--- config.mk ---
export PLATFORM = sky130hd
export DESIGN_NAME = sig_mag_dec
export DESIGN_NICKNAME = d
export VERILOG_FILES = /design/src/rtl/sig_mag_dec.sv
export SDC_FILE = /design/constraint.sdc
export NUM_CORES = 1
export LEC_CHECK = 0
export ABC_AREA = 0
export ABC_CLOCK_PERIOD_IN_PS = 5000
export BUFFER_PORTS_ARGS = -buffer_cell sky130_fd_sc_hd__buf_2
export CAP_MARGIN = 25
export CORE_MARGIN = 3
export CORE_UTILIZATION = 30
export DETAILED_ROUTE_END_ITERATION = 6
export PLACE_DENSITY = 0.45
export SYNTH_ARGS = -nofsm -noshare
export SYNTH_HDL_FRONTEND = slang
export SYNTH_SLANG_ARGS = --single-unit
--- constraint.sdc ---
create_clock -name clk -period 5 [get_ports clk]
set_input_delay 0.25 -clock clk [delete_from_list [all_inputs] [get_ports clk]]
set_output_delay 0.25 -clock clk [all_outputs]
set_load 0.01 [all_outputs]
--- src/rtl/sig_mag_dec.sv ---
// sig_mag_dec: receive-side sign/magnitude sample expander with occupancy lock.
//
// Expands each 2-bit {sig,mag} pair into a signed WIDTH-bit level one cycle
// later. It also counts magnitude bits over windows of 2^CNTR_W valid samples.
// A hysteretic FSM raises lock after LOCK_WINS consecutive windows whose count
// lies in [OCC_LO, OCC_HI]. The FSM drops lock on the first window outside
// that range.
//
// Optional build macro SIG_MAG_DEC_BAL_EN: adds sig_stat, the sign-bit count
// per window. A window whose sign count lies outside
// 2^(CNTR_W-1) +/- 2^(CNTR_W-3) is then treated as out-of-range.
//
// Ports:
//   clk        sample clock
//   reset      asynchronous active-low reset
//   restart    synchronous clear of window, stats and FSM
//   in_valid   sig/mag pair valid this cycle
//   sig, mag   sign (1 = negative) and magnitude (1 = large) bits
//   out_valid  dat_out valid
//   dat_out    signed expanded sample
//   mag_stat   magnitude count of the last completed window
//   sig_stat   sign count of the last completed window (SIG_MAG_DEC_BAL_EN only)
//   stat_valid one-cycle pulse when the window stats update
//   lock       occupancy lock indicator
module sig_mag_dec #(
  parameter int unsigned WIDTH     = 14,
  parameter int unsigned CNTR_W    = 10,
  parameter int unsigned MAG_LEVEL = 3,
  parameter int unsigned OCC_LO    = 300,
  parameter int unsigned OCC_HI    = 376,
  parameter int unsigned LOCK_WINS = 4
) (
  input  logic              clk,
  input  logic              reset,
  input  logic              restart,
  input  logic              in_valid,
  input  logic              sig,
  input  logic              mag,
  output logic              out_valid,
  output logic [WIDTH-1:0]  dat_out,
  output logic [CNTR_W:0]   mag_stat,
  output logic              stat_valid,
`ifdef SIG_MAG_DEC_BAL_EN
  output logic [CNTR_W:0]   sig_stat,
`endif
  output logic              lock
);

  localparam int unsigned GoodW = (LOCK_WINS > 1) ? $clog2(LOCK_WINS + 1) : 1;

  localparam logic [WIDTH-1:0]  One    = WIDTH'(1);
  localparam logic [WIDTH-1:0]  MagLvl = WIDTH'(MAG_LEVEL);
  localparam logic [CNTR_W:0]   OccLo  = (CNTR_W + 1)'(OCC_LO);
  localparam logic [CNTR_W:0]   OccHi  = (CNTR_W + 1)'(OCC_HI);
  localparam logic [GoodW-1:0]  GoodTgt = GoodW'(LOCK_WINS);

  typedef enum logic [1:0] {StUnlock, StAcq, StLocked} state_e;

  state_e             state_q, state_d;
  logic [GoodW-1:0]   good_q, good_d, good_inc;
  logic [CNTR_W-1:0]  win_cntr_q;
  logic [CNTR_W:0]    mag_acc_q, mag_sum;
  logic [CNTR_W:0]    mag_stat_q;
  logic               stat_valid_q, lock_q, out_valid_q;
  logic [WIDTH-1:0]   dat_q, dat_d;
  logic               win_end, mag_ok, range_ok;

  // restart takes priority over the statistics path only.
  assign win_end = in_valid & ~restart & (&win_cntr_q);
  assign mag_sum = mag_acc_q + {{CNTR_W{1'b0}}, mag};
  assign mag_ok  = (mag_sum >= OccLo) && (mag_sum <= OccHi);

`ifdef SIG_MAG_DEC_BAL_EN
  localparam int unsigned BalLo = (1 << (CNTR_W - 1)) - (1 << (CNTR_W - 3));
  localparam int unsigned BalHi = (1 << (CNTR_W - 1)) + (1 << (CNTR_W - 3));

  logic [CNTR_W:0] sig_acc_q, sig_sum, sig_stat_q;
  logic            bal_ok;

  assign sig_sum  = sig_acc_q + {{CNTR_W{1'b0}}, sig};
  assign bal_ok   = (sig_sum >= (CNTR_W + 1)'(BalLo)) && (sig_sum <= (CNTR_W + 1)'(BalHi));
  assign range_ok = mag_ok & bal_ok;
  assign sig_stat = sig_stat_q;

  always_ff @(posedge clk or negedge reset) begin
    if (!reset) begin
      sig_acc_q  <= '0;
      sig_stat_q <= '0;
    end else if (restart) begin
      sig_acc_q  <= '0;
      sig_stat_q <= '0;
    end else if (in_valid) begin
      if (win_end) begin
        sig_acc_q  <= '0;
        sig_stat_q <= sig_sum;
      end else begin
        sig_acc_q  <= sig_sum;
      end
    end
  end
`else
  assign range_ok = mag_ok;
`endif

  // Expansion path: two's complement level from {sig,mag}.
  always_comb begin
    dat_d = dat_q;
    if (in_valid) begin
      unique case ({sig, mag})
        2'b00:   dat_d = One;
        2'b01:   dat_d = MagLvl;
        2'b10:   dat_d = -One;
        default: dat_d = -MagLvl;
      endcase
    end
  end

  always_ff @(posedge clk or negedge reset) begin
    if (!reset) begin
      dat_q       <= '0;
      out_valid_q <= 1'b0;
    end else begin
      dat_q       <= dat_d;
      out_valid_q <= in_valid;
    end
  end

  // Window counter and magnitude accumulator.
  always_ff @(posedge clk or negedge reset) begin
    if (!reset) begin
      win_cntr_q   <= '0;
      mag_acc_q    <= '0;
      mag_stat_q   <= '0;
      stat_valid_q <= 1'b0;
    end else begin
      stat_valid_q <= win_end;
      if (restart) begin
        win_cntr_q <= '0;
        mag_acc_q  <= '0;
        mag_stat_q <= '0;
      end else if (in_valid) begin
        win_cntr_q <= win_cntr_q + CNTR_W'(1);
        if (win_end) begin
          mag_acc_q  <= '0;
          mag_stat_q <= mag_sum;
        end else begin
          mag_acc_q  <= mag_sum;
        end
      end
    end
  end

  // Lock FSM, stepped only at window end.
  assign good_inc = good_q + GoodW'(1);

  always_comb begin
    state_d = state_q;
    good_d  = good_q;
    if (restart) begin
      state_d = StUnlock;
      good_d  = '0;
    end else if (win_end) begin
      case (state_q)
        StUnlock: begin
          if (range_ok) begin
            good_d  = GoodW'(1);
            state_d = (LOCK_WINS == 1) ? StLocked : StAcq;
          end
        end
        StAcq: begin
          if (range_ok) begin
            good_d = good_inc;
            if (good_inc == GoodTgt) state_d = StLocked;
          end else begin
            good_d  = '0;
            state_d = StUnlock;
          end
        end
        StLocked: begin
          if (!range_ok) begin
            good_d  = '0;
            state_d = StUnlock;
          end
        end
        default: begin
          good_d  = '0;
          state_d = StUnlock;
        end
      endcase
    end
  end

  always_ff @(posedge clk or negedge reset) begin
    if (!reset) begin
      state_q <= StUnlock;
      good_q  <= '0;
      lock_q  <= 1'b0;
    end else begin
      state_q <= state_d;
      good_q  <= good_d;
      lock_q  <= (state_d == StLocked);
    end
  end

  assign out_valid  = out_valid_q;
  assign dat_out    = dat_q;
  assign mag_stat   = mag_stat_q;
  assign stat_valid = stat_valid_q;
  assign lock       = lock_q;

endmodule

==> flow_summary_export.csv, run 1 <==
group,metric,value,unit
run_status,status,"completed",
global_route,antenna_found_initial,0,
place,gp_congestion,0.7563,
floorplanning,die_y,95.14,um
floorplanning,pin_count,34,
setup_path,critical_path_required,5.22,ns
global_route,grt_pass1_vias,1739,
global_route,grt_max_degree,44,
setup_path,worstPathMaxFanout,9,
synthesis,synth_seq_cells,43,
detailed_routing,drtAntennaViolNets,0,
clock_tree,cts_tree,"built",
detailed_routing,drt_iter0_drc,34,
setup_path,critPathCaptureType,"register",
place,placed_area,2534,um^2
timing,maxSlewHeadroom,48.49,%
clock_tree,cts_buffers,5,
detailed_routing,viasPerCell,4.752,
synthesis,ys.flop_type,"dfrtp_1",
floorplanning,die_area,9051,um^2
synthesis,async_flop_share,100.0,%
detailed_routing,met2WireLength,2444,um
layout,nets,296,
floorplanning,fp-row-count,31,
detailed_routing,wl_met1,2659,um
detailed_routing,drc,0,
timing,finalSetupTns,0,ns
clock_tree,cts_resized,0,
synthesis,synth_fp_nets,279,
layout,antennaDiodeCount,0,
timing,worstMarginPinSlew,0.7699,ns
synthesis,synth_edf_count,0,
timing,setup_slack,2.191,ns
timing,finalClockSkew,0.008310,ns
setup_path,startpoint_type,"register",
power_and_ir_drop,vdd_ir_drop_max,0.1078,mV
synthesis,yosysSeqAreaShare,45.14,%
floorplanning,die-width,95.14,um
hold_path,holdCritStartpoint,"in_valid",
setup_path,worstReg2RegEnd,"state_q[0]$_DFF_PN0_",
synthesis,yosysWarnings,0,
layout,design_area,2660,um^2
global_route,grt_overflow,0,
timing,setup_violations,0,
clock_tree,clkSinkCount,43,
clock_tree,clockRootBuffer,"clkbuf_8",
detailed_routing,top_layer,"met4",
place,dpl_worst_slack,2.197,ns
setup_path,reg2reg_from,"mag_acc_q[0]$_DFFE_PN0P_",
floorplanning,initial_core_util,31.84,%
hold_path,hold_path.class,"in -> reg",
run,maxCapViolCount,0,
timing,rsz0062_at_grt,"false",
detailed_routing,wl_per_cell,13.76,um
setup_path,crit_type,"reg -> reg",
clock_tree,cts.reportedPaths.clkPinSlew,0.09,ns
clock_tree,clk_latency,0.30,ns
timing,min_period_over_period,56.18,%
setup_path,cp.arrival,3.03,ns
floorplanning,coreArea,7486,um^2
place,dpl.hpwl,3502,um
synthesis,syn_inst,266,
power_and_ir_drop,powerDensity,240.8,nW/um^2
setup_path,worstSetupStartpoint,"mag_acc_q[0]$_DFFE_PN0P_",
timing,slew_violations,0,
layout,area_growth,11.60,%
detailed_routing,via_count,1820,
setup_path,r2r_cells,8,
clock_tree,htree_num_levels,2,
timing,finalHoldViolations,0,
detailed_routing,wl_met3,130,um
detailed_routing,first_pass_iters,4,
global_route,grt_usage,12.30,%
place,io_buffers,33,
synthesis,avgSynthCellArea,8.961,um^2
timing,fmax,356.0,MHz
synthesis,syn_area,2384,um^2
timing,layout_min_cycle_time,2.809,ns
synthesis,synth_cell_type_count,44,
setup_path,reg2reg_slack,2.19,ns
setup_path,cp-endpoint,"state_q[0]$_DFF_PN0_",
power_and_ir_drop,leakagePower,0.001116,uW
global_route,grt_first_pass_wirelength,8735,um
power_and_ir_drop,p_total,640.5,uW
detailed_routing,wirelength,5270,um
layout,layout-drive-gt1-share,16.20,%
clock_tree,clock_path_buffers,2,
-- metrics by stage --
step | std cells | util [%] | hold WS, ns
final | 383 | 35.53 | 0.1932
after global routing | 383 | 35.53 | 0.1944
after CTS | 381 | 35.03 | 0.1543
after detailed placement | 373 | 33.85 | 0.4524
after global placement | 373 | 33.85 | 0.4463
after floorplan | 266 | - | -0.04559
-- layer usage --
metal | track usage, % | up-vias
met5 | 0 | -
met4 | 3.245 | 0
met3 | 2.762 | 4
met2 | 19.36 | 15
met1 | 16.99 | 858
li1 | - | 943
-- sequential cells by signal (all words and copies together), names as in the netlist --
register and count:
mag_stat 11, state_q 2, win_cntr_q 10, mag_acc_q 11, lock 1, stat_valid 1
out_valid 1, good_q 3, dat_out 3
-- timing repair --
item,CTS,global route
buffers inserted,0,0
hold buffers,0,1
hold endpoints to repair,0,20
-- worst max-delay path: stages, from the launching register on --
cell and delay [ns]:
dfrtp_1 0.36, ha_1 0.21, ha_1 0.31, nand3_4 0.15, or4_1 0.49, a211o_1 0.30
a32o_2 0.29, or4_1 0.48, a21oi_1 0.15
-- cells in the final DEF (no fill, tap or decap), types with 2 or more instances in the layout --
master	n
dfrtp_1	43
nor2_1	36
buf_2	33
nand2_1	28
o21ai_0	17
a21oi_1	11
xor2_1	8
inv_1	7
nor2b_1	7
a211oi_1	7
ha_1	7
xnor2_1	6
o31ai_1	6
nand3_1	5
nor3_1	5
clkbuf_8	5
nand4_1	4
or3_1	4
o21ai_1	4
and4_1	3
nand2b_1	3
and2_1	2
nand3b_1	2
a31oi_1	2
a21o_1	2
a2bb2oi_1	2
or4_1	2
o31a_1	2
clkinvlp_4	2
-- power breakdown --
part / switching (uW) / internal [uW]
sequential: 4.94 / 352
combinational: 34.7 / 20.2
clock: 131 / 97.5
total: 171 / 470
-- cell type report --
type                            count  area (um^2)
Fill cell                         799         4826
Multi-Input combinational cell    190         1135
Sequential cell                    43         1076
Timing Repair Buffer               36        210.2
Tap cell                           99        123.9
Clock buffer                        5        68.82
Inverter                            7        26.28
Clock inverter                      3        20.02
-- cell families after synthesis --
group / after synthesis / share of synthesized area [%]
compound gates: 61 / 16.38
xor+xnor: 14 / 5.144
fa+ha+maj: 7 / 3.674
buf+inv: 33 / 7.244
flops: 43 / 45.14
mux: 1 / 0.4200
simple gates: 107 / 21.99
-- Yosys cell counts, types with 3 or more instances --
library cell | n | area (um^2)
dfrtp_1 | 43 | 1076
nor2_1 | 36 | 135.1
nand2_1 | 28 | 105.1
o21ai_0 | 17 | 85.08
buf_4 | 13 | 97.59
a21oi_1 | 11 | 55.05
clkbuf_1 | 11 | 41.29
xor2_1 | 8 | 70.07
a211oi_1 | 7 | 52.55
ha_1 | 7 | 87.58
inv_1 | 7 | 26.28
nor2b_1 | 7 | 43.79
o31ai_1 | 6 | 45.04
xnor2_1 | 6 | 52.55
nand3_1 | 5 | 25.02
nor3_1 | 5 | 25.02
nand4_1 | 4 | 25.02
o21ai_1 | 4 | 20.02
or3_1 | 4 | 25.02
and4_1 | 3 | 26.28
nand2b_1 | 3 | 18.77
-- worst min path at each step --
stage	slack [ns]	to	depth (start not counted)
final	0.19	out_valid$_DFF_PN0_	1
after global routing	0.19	out_valid$_DFF_PN0_	1
after CTS	0.15	win_cntr_q[5]$_DFFE_PN0P_	1
after detailed placement	0.45	dat_out[0]$_DFFE_PN0P_	1
after global placement	0.45	dat_out[0]$_DFFE_PN0P_	1
after floorplan	-0.05	dat_out[0]$_DFFE_PN0P_	0
Power figures use the tool's default switching activity.
==> run 2: changes to the inputs <==
Settings changed: ABC_CLOCK_PERIOD_IN_PS 5000 to 2900.
Clock period 5 ns to 2.9 ns, I/O delays scaled along.
==> flow_summary_export.csv, run 2 (synthesis gave the netlist of run 1 again) <==
group,metric,value,unit
floorplanning,initial_core_util,31.84,%
timing,rsz0062_at_grt,"false",
timing,setup_violations,0,
setup_path,startpoint_type,"register",
detailed_routing,wl_per_cell,13.47,um
clock_tree,clk_latency,0.29,ns
setup_path,critPathCaptureType,"register",
detailed_routing,drtAntennaViolNets,0,
run_status,status,"completed",
layout,final_cell_mix,"43 x dfrtp_1, 36 x nor2_1, 33 x buf_2",
detailed_routing,wirelength,5227,um
layout,layout_commonest_cell,"dfrtp_1",
run,maxCapViolCount,0,
clock_tree,cts.reportedPaths.clkPinSlew,0.08,ns
timing,min_period_over_period,93.83,%
timing,slew_violations,0,
setup_path,critical_path_required,3.12,ns
setup_path,cp.arrival,2.94,ns
floorplanning,die_area,9051,um^2
setup_path,worstReg2RegEnd,"state_q[0]$_DFF_PN0_",
setup_path,crit_chain,"ha_1 > ha_1 > nand3_4 > or4_1 > a211o_1 > a32o_2 > or4_1 > a21oi_1",
layout,layout-drive-gt1-share,17.30,%
timing,finalHoldViolations,0,
detailed_routing,drt_iter0_drc,81,
power_and_ir_drop,p_sw_share,23.91,%
setup_path,reg2reg_from,"mag_acc_q[0]$_DFFE_PN0P_",
power_and_ir_drop,seq_power_share,54.5,%
setup_path,reg2reg_slack,0.18,ns
setup_path,cp_slowest_cell,"or4_1",
place,io_buffers,33,
setup_path,cp-endpoint,"state_q[0]$_DFF_PN0_",
timing,finalSetupTns,0,ns
place,dpl.hpwl,3680,um
clock_tree,cts_setup_buffers,0,
floorplanning,fp-row-count,31,
setup_path,critPathBufInv,0,
floorplanning,pin_count,34,
hold_path,hold_path.class,"in -> reg",
power_and_ir_drop,p_comb_share,8.3,%
global_route,antenna_found_initial,0,
global_route,grt_max_degree,32,
setup_path,worstPathMaxFanout,8,
power_and_ir_drop,p_int,859.8,uW
setup_path,slowest_delay,0.48,ns
floorplanning,die_y,95.14,um
layout,design_area,2709,um^2
clock_tree,cts_buffers,5,
clock_tree,clockRootBuffer,"clkbuf_8",
timing,worstMarginPinSlew,0.7308,ns
timing,layout_min_cycle_time,2.721,ns
place,gp_congestion,0.7775,
timing,whs,0.09754,ns
layout,area_growth,13.65,%
floorplanning,coreArea,7486,um^2
setup_path,cp.depth,8,
detailed_routing,first_pass_iters,4,
global_route,grt_pass1_vias,1816,
place,placed_area,2599,um^2
detailed_routing,viasPerCell,4.820,
hold_path,holdCritStartpoint,"in_valid",
timing,fmax,367.5,MHz
setup_path,crit_family,"simple AND/OR/NAND/NOR gates",
setup_path,worstSetupStartpoint,"mag_acc_q[0]$_DFFE_PN0P_",
clock_tree,cts_tree,"built",
detailed_routing,via_count,1870,
timing,maxSlewHeadroom,51.10,%
detailed_routing,drc,0,
power_and_ir_drop,powerDensity,417.2,nW/um^2
layout,antennaDiodeCount,0,
power_and_ir_drop,leakagePower,0.001150,uW
global_route,grt_first_pass_wirelength,8990,um
power_and_ir_drop,power_frac_clock,37.2,%
power_and_ir_drop,switchingPower,270.2,uW
power_and_ir_drop,p_total,1130,uW
clock_tree,htree_num_levels,2,
floorplanning,die-width,95.14,um
layout,nets,301,
timing,finalClockSkew,0.006001,ns
clock_tree,clkSinkCount,43,
global_route,grt_usage,12.69,%
power_and_ir_drop,vdd_ir_drop_max,0.1588,mV
setup_path,r2r_cells,8,
clock_tree,clock_path_buffers,2,
setup_path,crit_type,"reg -> reg",
global_route,grt_overflow,0,
run 2: cell types whose count changed in the layout (fill, tap and decap cells not counted):
cell,previous run,this run
buf_4,1,6
clkbuf_8,5,7
clkinvlp_4,2,0
clkbuf_1,0,1
clkinv_2,1,0
run 2: power by group through the flow:
stage | Combinational [uW] | Clock [uW] | Sequential [uW]
floorplan | 65.9 | 0 | 630
global placement | 91.9 | 0 | 627
detailed placement | 96.7 | 0 | 628
CTS | 98.0 | 447 | 616
global route | 107 | 469 | 618
finish | 94.1 | 420 | 616
run 2: worst min-delay path by stage:
stage / to / slack [ns] / depth (start not counted)
final: out_valid$_DFF_PN0_ / 0.1 / 1
after global routing: out_valid$_DFF_PN0_ / 0.1 / 1
after CTS: out_valid$_DFF_PN0_ / 0.09 / 1
after detailed placement: win_cntr_q[4]$_DFFE_PN0P_ / 0.17 / 1
after global placement: win_cntr_q[4]$_DFFE_PN0P_ / 0.39 / 1
after floorplan: dat_out[0]$_DFFE_PN0P_ / -0.15 / 0
run 2: final cells by class:
cell class / count / area [um^2]
inverter: 7 / 26.28
clock buffer: 8 / 100.1
timing repair buffer: 41 / 247.7
fill: 770 / 4777
sequential: 43 / 1076
multi-input combinational: 190 / 1135
tap: 99 / 123.9
run 2: worst reg2reg max path, stage by stage, from the launching register on:
cell and delay [ns]:
dfrtp_1 0.35, ha_1 0.21, ha_1 0.31, nand3_4 0.09
or4_1 0.47, a211o_1 0.30, a32o_2 0.29, or4_1 0.48
a21oi_1 0.15
run 2: stage by stage:
stage | setup slack (ns) | std cells | utilization (%)
final | 0.1790 | 388 | 36.19
after global routing | 0.02154 | 388 | 36.19
after global placement | 0.2237 | 378 | 34.35
after floorplan | 0.2942 | 266 | -
after CTS | 0.1777 | 388 | 36.19
after detailed placement | 0.1899 | 379 | 34.72
run 2: routing by layer:
| layer | part of all wire [%] | vias to the layer above | GRT usage [%] | wire length [um] |
|---|---|---|---|---|
| li1 | - | 962 | - | - |
| met1 | 51 | 882 | 17.22 | 2669 |
| met2 | 46 | 24 | 20.23 | 2398 |
| met3 | 2.5 | 2 | 2.131 | 133 |
| met4 | 0.50 | 0 | 4.688 | 26 |
| met5 | 0 | - | 0 | 0 |
run 2: timing repair:
item	CTS	global route
hold buffers	1	0
gates resized for setup	0	0
endpoints found under the hold margin	21	0
endpoints found under the setup margin	0	0
